[src/rtl/irq_vector_sequencer_pkg.sv]
// Shared definitions for the 6502 interrupt/vector sequencer: states, entry kinds,
// fixed vector addresses and status-register bit positions.
package irq_vector_sequencer_pkg;

  typedef enum logic [2:0] {
    IDLE,
    RST_START,
    PUSH_PCH,
    PUSH_PCL,
    PUSH_P,
    VEC_LO,
    VEC_HI,
    LOAD
  } seq_state_e;

  typedef enum logic [1:0] {
    KIND_RST,
    KIND_NMI,
    KIND_BRK,
    KIND_IRQ
  } entry_kind_e;

  localparam logic [15:0] VEC_NMI   = 16'hFFFA;
  localparam logic [15:0] VEC_RESET = 16'hFFFC;
  localparam logic [15:0] VEC_IRQ   = 16'hFFFE;

  localparam int P_I = 2;
  localparam int P_B = 4;
  localparam int P_U = 5;

  // Status byte as it lands on the stack: U always set, B marks a software break.
  function automatic logic [7:0] push_status(input logic [7:0] p, input logic is_brk);
    logic [7:0] r;
    r      = p;
    r[P_U] = 1'b1;
    r[P_B] = is_brk;
    return r;
  endfunction

endpackage

[src/rtl/irq_vector_sequencer_irq_prio_enc.sv]
// Masked fixed-priority encoder: lowest set index wins, reported as valid,
// binary index and one-hot.
module irq_prio_enc #(
  parameter int N     = 4,
  parameter int IDX_W = (N > 1) ? $clog2(N) : 1
) (
  input  logic [N-1:0]     req_i,
  output logic             valid_o,
  output logic [IDX_W-1:0] idx_o,
  output logic [N-1:0]     onehot_o
);

  always_comb begin
    valid_o  = 1'b0;
    idx_o    = '0;
    onehot_o = '0;
    // Scan downward so the lowest requesting index is the last one written.
    for (int i = N - 1; i >= 0; i--) begin
      if (req_i[i]) begin
        valid_o     = 1'b1;
        idx_o       = IDX_W'(i);
        onehot_o    = '0;
        onehot_o[i] = 1'b1;
      end
    end
  end

endmodule

[src/rtl/irq_vector_sequencer.sv]
// Owns the bus during RESET/NMI/BRK/IRQ entry: pushes PC and P, fetches the
// vector and hands PC, SP and the I flag back to the core.
module irq_vector_sequencer
  import irq_vector_sequencer_pkg::*;
#(
  parameter int          ADDR_W     = 16,
  parameter int          NUM_IRQ    = 4,
  parameter logic [7:0]  STACK_PAGE = 8'h01,
  parameter int          VEC_MODE   = 0,
  parameter logic [15:0] IRQ_TBL    = 16'hFFE0
) (
  input  logic               clk,
  input  logic               resetn,
  input  logic               instr_bound,
  input  logic               brk_req,
  input  logic               nmi_n,
  input  logic [NUM_IRQ-1:0] irq_req,
  input  logic [NUM_IRQ-1:0] irq_mask,
  input  logic [ADDR_W-1:0]  pc_in,
  input  logic [7:0]         p_in,
  input  logic [7:0]         sp_in,
  input  logic [7:0]         rd_data,
  output logic               busy,
  output logic [ADDR_W-1:0]  mem_addr,
  output logic [7:0]         mem_wr_data,
  output logic               mem_wr_en,
  output logic [ADDR_W-1:0]  pc_out,
  output logic               pc_load,
  output logic [7:0]         sp_out,
  output logic               sp_load,
  output logic               set_i,
  output logic [NUM_IRQ-1:0] irq_ack
);

  localparam int CH_W = (NUM_IRQ > 1) ? $clog2(NUM_IRQ) : 1;

  seq_state_e         state_q, state_d;
  entry_kind_e        kind_q, kind_d;
  logic [15:0]        vec_q, vec_d;
  logic [15:0]        pc_push_q, pc_push_d;
  logic [7:0]         p_push_q, p_push_d;
  logic [7:0]         sp_q, sp_d;
  logic [7:0]         vec_lo_q, vec_lo_d;
  logic [NUM_IRQ-1:0] ack_q, ack_d;
  logic               hijack_q, hijack_d;
  logic               nmi_q, nmi_pend_q, nmi_pend_d;
  logic               nmi_fall, nmi_clr;
  logic [ADDR_W-1:0]  mem_addr_q, mem_addr_d;
  logic [7:0]         wr_data_q, wr_data_d;
  logic               wr_en_q, wr_en_d;

  logic               irq_valid;
  logic [CH_W-1:0]    irq_idx;
  logic [NUM_IRQ-1:0] irq_onehot;
  logic [15:0]        irq_vec;
  logic               in_load;

  irq_prio_enc #(.N(NUM_IRQ), .IDX_W(CH_W)) u_prio (
    .req_i    (irq_req & irq_mask & {NUM_IRQ{~p_in[P_I]}}),
    .valid_o  (irq_valid),
    .idx_o    (irq_idx),
    .onehot_o (irq_onehot)
  );

  assign irq_vec  = (VEC_MODE != 0) ? IRQ_TBL + 16'({irq_idx, 1'b0}) : VEC_IRQ;
  assign nmi_fall = nmi_q & ~nmi_n;

  function automatic logic [ADDR_W-1:0] stack_addr(input logic [7:0] s);
    return ADDR_W'({STACK_PAGE, s});
  endfunction

  always_comb begin
    state_d   = state_q;
    kind_d    = kind_q;
    vec_d     = vec_q;
    pc_push_d = pc_push_q;
    p_push_d  = p_push_q;
    sp_d      = sp_q;
    vec_lo_d  = vec_lo_q;
    ack_d     = ack_q;
    hijack_d  = hijack_q;
    nmi_clr   = 1'b0;

    case (state_q)
      RST_START: begin
        kind_d   = KIND_RST;
        vec_d    = VEC_RESET;
        sp_d     = sp_in;
        ack_d    = '0;
        hijack_d = 1'b0;
        state_d  = VEC_LO;
      end
      IDLE: begin
        if (instr_bound && (nmi_pend_q || brk_req || irq_valid)) begin
          pc_push_d = pc_in[15:0];
          sp_d      = sp_in;
          ack_d     = '0;
          hijack_d  = 1'b0;
          state_d   = PUSH_PCH;
          if (nmi_pend_q) begin
            kind_d   = KIND_NMI;
            vec_d    = VEC_NMI;
            p_push_d = push_status(p_in, 1'b0);
          end else if (brk_req) begin
            kind_d    = KIND_BRK;
            vec_d     = VEC_IRQ;
            pc_push_d = pc_in[15:0] + 16'd2;
            p_push_d  = push_status(p_in, 1'b1);
          end else begin
            kind_d   = KIND_IRQ;
            vec_d    = irq_vec;
            ack_d    = irq_onehot;
            p_push_d = push_status(p_in, 1'b0);
          end
        end
      end
      PUSH_PCH: state_d = PUSH_PCL;
      PUSH_PCL: state_d = PUSH_P;
      PUSH_P: begin
        // Last chance for a pending NMI to steal a maskable/BRK entry.
        if (kind_q != KIND_NMI && (nmi_pend_q || nmi_fall)) begin
          hijack_d = 1'b1;
          vec_d    = VEC_NMI;
        end
        state_d = VEC_LO;
      end
      VEC_LO: state_d = VEC_HI;
      VEC_HI: begin
        vec_lo_d = rd_data;
        state_d  = LOAD;
      end
      LOAD: begin
        nmi_clr = (kind_q == KIND_NMI) || hijack_q;
        state_d = IDLE;
      end
      default: state_d = RST_START;
    endcase

    nmi_pend_d = nmi_fall | (nmi_pend_q & ~nmi_clr);

    // Bus outputs are registered, so they are computed for the state being entered.
    mem_addr_d = '0;
    wr_data_d  = '0;
    wr_en_d    = 1'b0;
    case (state_d)
      PUSH_PCH: begin
        mem_addr_d = stack_addr(sp_d);
        wr_data_d  = pc_push_d[15:8];
        wr_en_d    = 1'b1;
      end
      PUSH_PCL: begin
        mem_addr_d = stack_addr(sp_d - 8'd1);
        wr_data_d  = pc_push_d[7:0];
        wr_en_d    = 1'b1;
      end
      PUSH_P: begin
        mem_addr_d = stack_addr(sp_d - 8'd2);
        wr_data_d  = p_push_d;
        wr_en_d    = 1'b1;
      end
      VEC_LO:  mem_addr_d = ADDR_W'(vec_d);
      VEC_HI:  mem_addr_d = ADDR_W'(vec_d + 16'd1);
      default: ;
    endcase
  end

  always_ff @(posedge clk or negedge resetn) begin
    if (!resetn) begin
      state_q    <= RST_START;
      kind_q     <= KIND_RST;
      vec_q      <= '0;
      pc_push_q  <= '0;
      p_push_q   <= '0;
      sp_q       <= '0;
      vec_lo_q   <= '0;
      ack_q      <= '0;
      hijack_q   <= 1'b0;
      nmi_q      <= 1'b1;
      nmi_pend_q <= 1'b0;
      mem_addr_q <= '0;
      wr_data_q  <= '0;
      wr_en_q    <= 1'b0;
    end else begin
      state_q    <= state_d;
      kind_q     <= kind_d;
      vec_q      <= vec_d;
      pc_push_q  <= pc_push_d;
      p_push_q   <= p_push_d;
      sp_q       <= sp_d;
      vec_lo_q   <= vec_lo_d;
      ack_q      <= ack_d;
      hijack_q   <= hijack_d;
      nmi_q      <= nmi_n;
      nmi_pend_q <= nmi_pend_d;
      mem_addr_q <= mem_addr_d;
      wr_data_q  <= wr_data_d;
      wr_en_q    <= wr_en_d;
    end
  end

  assign in_load     = (state_q == LOAD);
  assign busy        = (state_q != IDLE);
  assign mem_addr    = mem_addr_q;
  assign mem_wr_data = wr_data_q;
  assign mem_wr_en   = wr_en_q;
  assign pc_load     = in_load;
  assign sp_load     = in_load;
  assign set_i       = in_load;
  // High vector byte arrives on rd_data in the LOAD cycle itself.
  assign pc_out      = in_load ? ADDR_W'({rd_data, vec_lo_q}) : '0;
  assign sp_out      = in_load ? sp_q - 8'd3 : 8'h00;
  assign irq_ack     = (in_load && kind_q == KIND_IRQ && !hijack_q) ? ack_q : '0;

endmodule

[config.mk]
export PLATFORM = sky130hd
export DESIGN_NAME = irq_vector_sequencer
export DESIGN_NICKNAME = d
export VERILOG_FILES = /design/src/rtl/irq_vector_sequencer_pkg.sv /design/src/rtl/irq_vector_sequencer_irq_prio_enc.sv /design/src/rtl/irq_vector_sequencer.sv
export SDC_FILE = /design/constraint.sdc
export NUM_CORES = 1
export LEC_CHECK = 0
export CAP_MARGIN = 0
export CORE_MARGIN = 1
export CORE_UTILIZATION = 29
export DETAILED_ROUTE_END_ITERATION = 10
export PLACE_DENSITY = 0.57
export SKIP_LAST_GASP = 1
export SLEW_MARGIN = 0
export SYNTH_ARGS = -nofsm -noshare
export SYNTH_HDL_FRONTEND = slang
export SYNTH_SLANG_ARGS = --single-unit
[constraint.sdc]
create_clock -name clk -period 2.7 [get_ports clk]
set_input_delay 0.405 -clock clk [delete_from_list [all_inputs] [get_ports clk]]
set_output_delay 0.405 -clock clk [all_outputs]
set_load 0.005 [all_outputs]
==> flow_summary.toml <==
[outcome]
status = "completed"

[logic_synthesis]
synth-edff-count = 0
synthXorXnorAreaFrac_pct = 3.76
synth_area_leaders = "dfrtp_1 42%, nand2_1 5.5%, mux2_2 4.1%, and2_1 3.2%, nand3_1 2.7%"
synth-seq-cells = 85
synthAdderAreaFrac_pct = 1.54
synthArstFlopShare_pct = 100
synth-seq-area-share_pct = 43.6
synthSimpleGateAreaFrac_pct = 25.2
synth.avg_cell_area_um2 = 9.42
synth_compound_area_share_pct = 14.3
synth_top_family_by_area = "simple AND/OR/NAND/NOR gates"
synthesis.nets = 578
syn_inst = 519
ys.flop_type = "dfrtp_1"
synth_cell_types = 73
netlist_area_um2 = 4890
yosysTopAreaCell = "dfrtp_1"
synthMuxAreaShare_pct = 7.17
synth_top_area_share_pct = 42.5
yosys_warnings = 0

[final_layout]
nets = 746
n_antenna_cell = 0
fin_util_pct = 43.7
final_common_cell = "clkdlybuf4s50_1"
area_delta_synth_final_pct = 47.7
multi_input_area_um2 = 2680
layout_common_cells = "96 x clkdlybuf4s50_1, 80 x dfrtp_1, 73 x buf_4, 71 x nand2_1, 25 x and2_1"
seqCellArea_um2 = 2130
stdcell_area_um2 = 7220
drive_gt1_share_pct = 23.3
num-fill-cells = 1573

[flow_run]
max_cap_viol_count = 0

[timing]
fin_setup_tns_ns = 0
setup_ws_ns = 0.0408
final_max_slew_viol_count = 0
fmax_mhz = 376
fin_crit_ns = 2.66
tightest_slew_ns = 0.683
rsz0062_at_grt = "true"
finalCritPeriodShare_pct = 98.5
finClkSkew_ns = 0.0134
slew_headroom_pct = 54.5
final-setup-viol-count = 0
finalHoldViolations = 0

[clocking]
clkLatencyLatePin_ns = 0.35
cts_root_buffer = "clkbuf_16"
cts_buffers = 9
cts.reportedPaths.clkPinSlew_ns = 0.06
cts_max_level = 3
cts_num_sinks = 85
cts_tree = "built"
cts_max_path_buffers = 2

[critical_path]
max_stage_delay_ns = 0.52
worstPathCellList = "nand2b_4 -> a2111oi_4 -> nor3_4 -> buf_6 -> mux2_4 -> inv_4 -> ha_4 -> nand2_1 -> or4_1 -> nand2_1 -> a221oi_2 -> nand3_1"
worst-path-buf-inv = 2
end_kind = "flip-flop"
cp.arrival_ns = 2.93
cpLargestDelayFamily = "simple AND/OR/NAND/NOR gates"
cp_max_fo = 4
start_kind = "flip-flop"
required_ns = 2.97
critPathMostFrequentCell = "nand2_1"
path_class = "reg -> reg"
slowest_stage = "or4_1"

[die]
pin_count = 110
core_area_um2 = 16500
die_h_um = 132
die_area_um2 = 17400
die_w_um = 132
initial_utilization_pct = 29.6
rows = 47

[detailed_routing]
drt_iter0_markers = 226
wirelength_um = 15100
routed_via_density = 5.00
first_pass_iters = 5
antenna_left = 0
wire_per_inst_um = 16.5
vias = 4564
drc = 0

[placed_design]
hpwl_um = 11000
gp_congestion = 0.895
portBuffers = 107
dp_slack_ns = -0.537
placed_cell_area_um2 = 6640

[global_routing]
overflow = 0
grt_max_degree = 50
grt_usage_pct = 17.7
grt_pass1_vias = 4761
grt_pass1_wl_um = 24200
antenna_found_initial = 0

[worst_hold_path]
hold_path.class = "in -> async"

[power]
vdd_drop_max_mv = 0.582
finalPower_mw = 7.65
p_leak_nw = 3.02
p_per_area_nw_per_um2 = 1060
==> registers in the layout (all words and copies together) (netlist names) <==
name         flops
sp_q             8
kind_q           2
pc_push_q        8
mem_addr        16
nmi_pend_q       1
hijack_q         1
mem_wr_data      8
p_push_q         8
mem_wr_en        1
ack_q            4
nmi_q            1
vec_lo_q         8
state_q          3
vec_q           16
==> cell type report <==
type	count	share of cell area [%]
Clock buffer	11	3.36
Clock inverter	5	1.13
Inverter	21	1.13
Multi-Input combinational cell	383	37.2
Sequential cell	85	29.5
Tap cell	220	3.81
Timing Repair Buffer	187	23.9
==> power breakdown <==
part           internal [mW]  total [mW]  switching, mW
logic                   2.21        4.24           2.03
registers               1.75        2.06          0.309
clock network          0.838        1.35          0.517
==> cell families (layout without fill, tap and decap cells) <==
kind of cell               after synthesis  count (layout)
adders and majority gates                6               6
and+or+nand+nor                        232             232
muxes                                   31              31
DFF                                     85              85
xor gates and xnor gates                21              21
AOI/OAI and AO/OA                       93              93
buffers and inverters                   51             224
==> stage by stage <==
stage / instances / hold WS (ns)
after floorplan: 519 / 0.109
after global placement: 884 / 0.445
after detailed placement: 884 / 0.459
after CTS: 903 / 0.117
after global routing: 912 / 0.150
final: 912 / 0.103
==> routing by layer <==
metal | global-route usage (%) | part of all wire [%] | vias up
li1 | - | - | 2194
met1 | 21.5 | 44 | 2226
met2 | 30.3 | 50 | 123
met3 | 3.81 | 4.1 | 21
met4 | 7.75 | 2.5 | 0
met5 | 0 | 0 | -
==> Yosys cell counts, drive strengths merged (3+ instances only) <==
library cell	instances
a211oi	4
a21o	4
a21oi	12
a31oi	5
and2	25
and3	6
and4	3
buf	16
clkbuf	14
dfrtp	83
ha	6
inv	21
mux2	19
mux2i	11
nand2	71
nand2b	9
nand3	26
nand4	9
nor2	28
nor2b	4
nor3	16
nor4	6
o2111ai	4
o211ai	4
o21ai	19
o22ai	3
o311ai	4
o31ai	5
or2	4
or3	10
or4	4
xnor2	11
xor2	10
==> worst paths after layout <==
kind / start / endpoint / slack [ns] / depth (start not counted)
worst max register to register: state_q[2]$_DFF_PN0_ / mem_addr[3]$_DFF_PN0_ / 0.04 / 12
max in group asynchronous: resetn / state_q[0]$_DFF_PN1_ / 1.90 / 2
min in group clk: irq_mask[0] / ack_q[0]$_DFFE_PN0P_ / 0.44 / 3
worst max-delay path: state_q[2]$_DFF_PN0_ / mem_addr[3]$_DFF_PN0_ / 0.04 / 12
worst min register to register: pc_push_q[4]$_DFF_PN0_ / pc_push_q[4]$_DFF_PN0_ / 0.47 / 2
worst min-delay path: resetn / mem_addr[11]$_DFF_PN0_ / 0.10 / 1
==> worst register-to-register path: stages, from the launching register on <==
cell,delay [ns]
dfrtp_1,0.38
nand2b_4,0.16
a2111oi_4,0.44
nor3_4,0.13
buf_6,0.15
mux2_4,0.31
inv_4,0.08
ha_4,0.13
nand2_1,0.06
or4_1,0.52
nand2_1,0.09
a221oi_2,0.04
nand3_1,0.10
==> repair_timing <==
item,4_1_cts,5_1_grt
gates resized for setup,22,31
endpoints found under the setup margin,31,30
buffers inserted,3,9
pin swaps,8,11
hold buffers,0,0
Power figures use the tool's default switching activity.
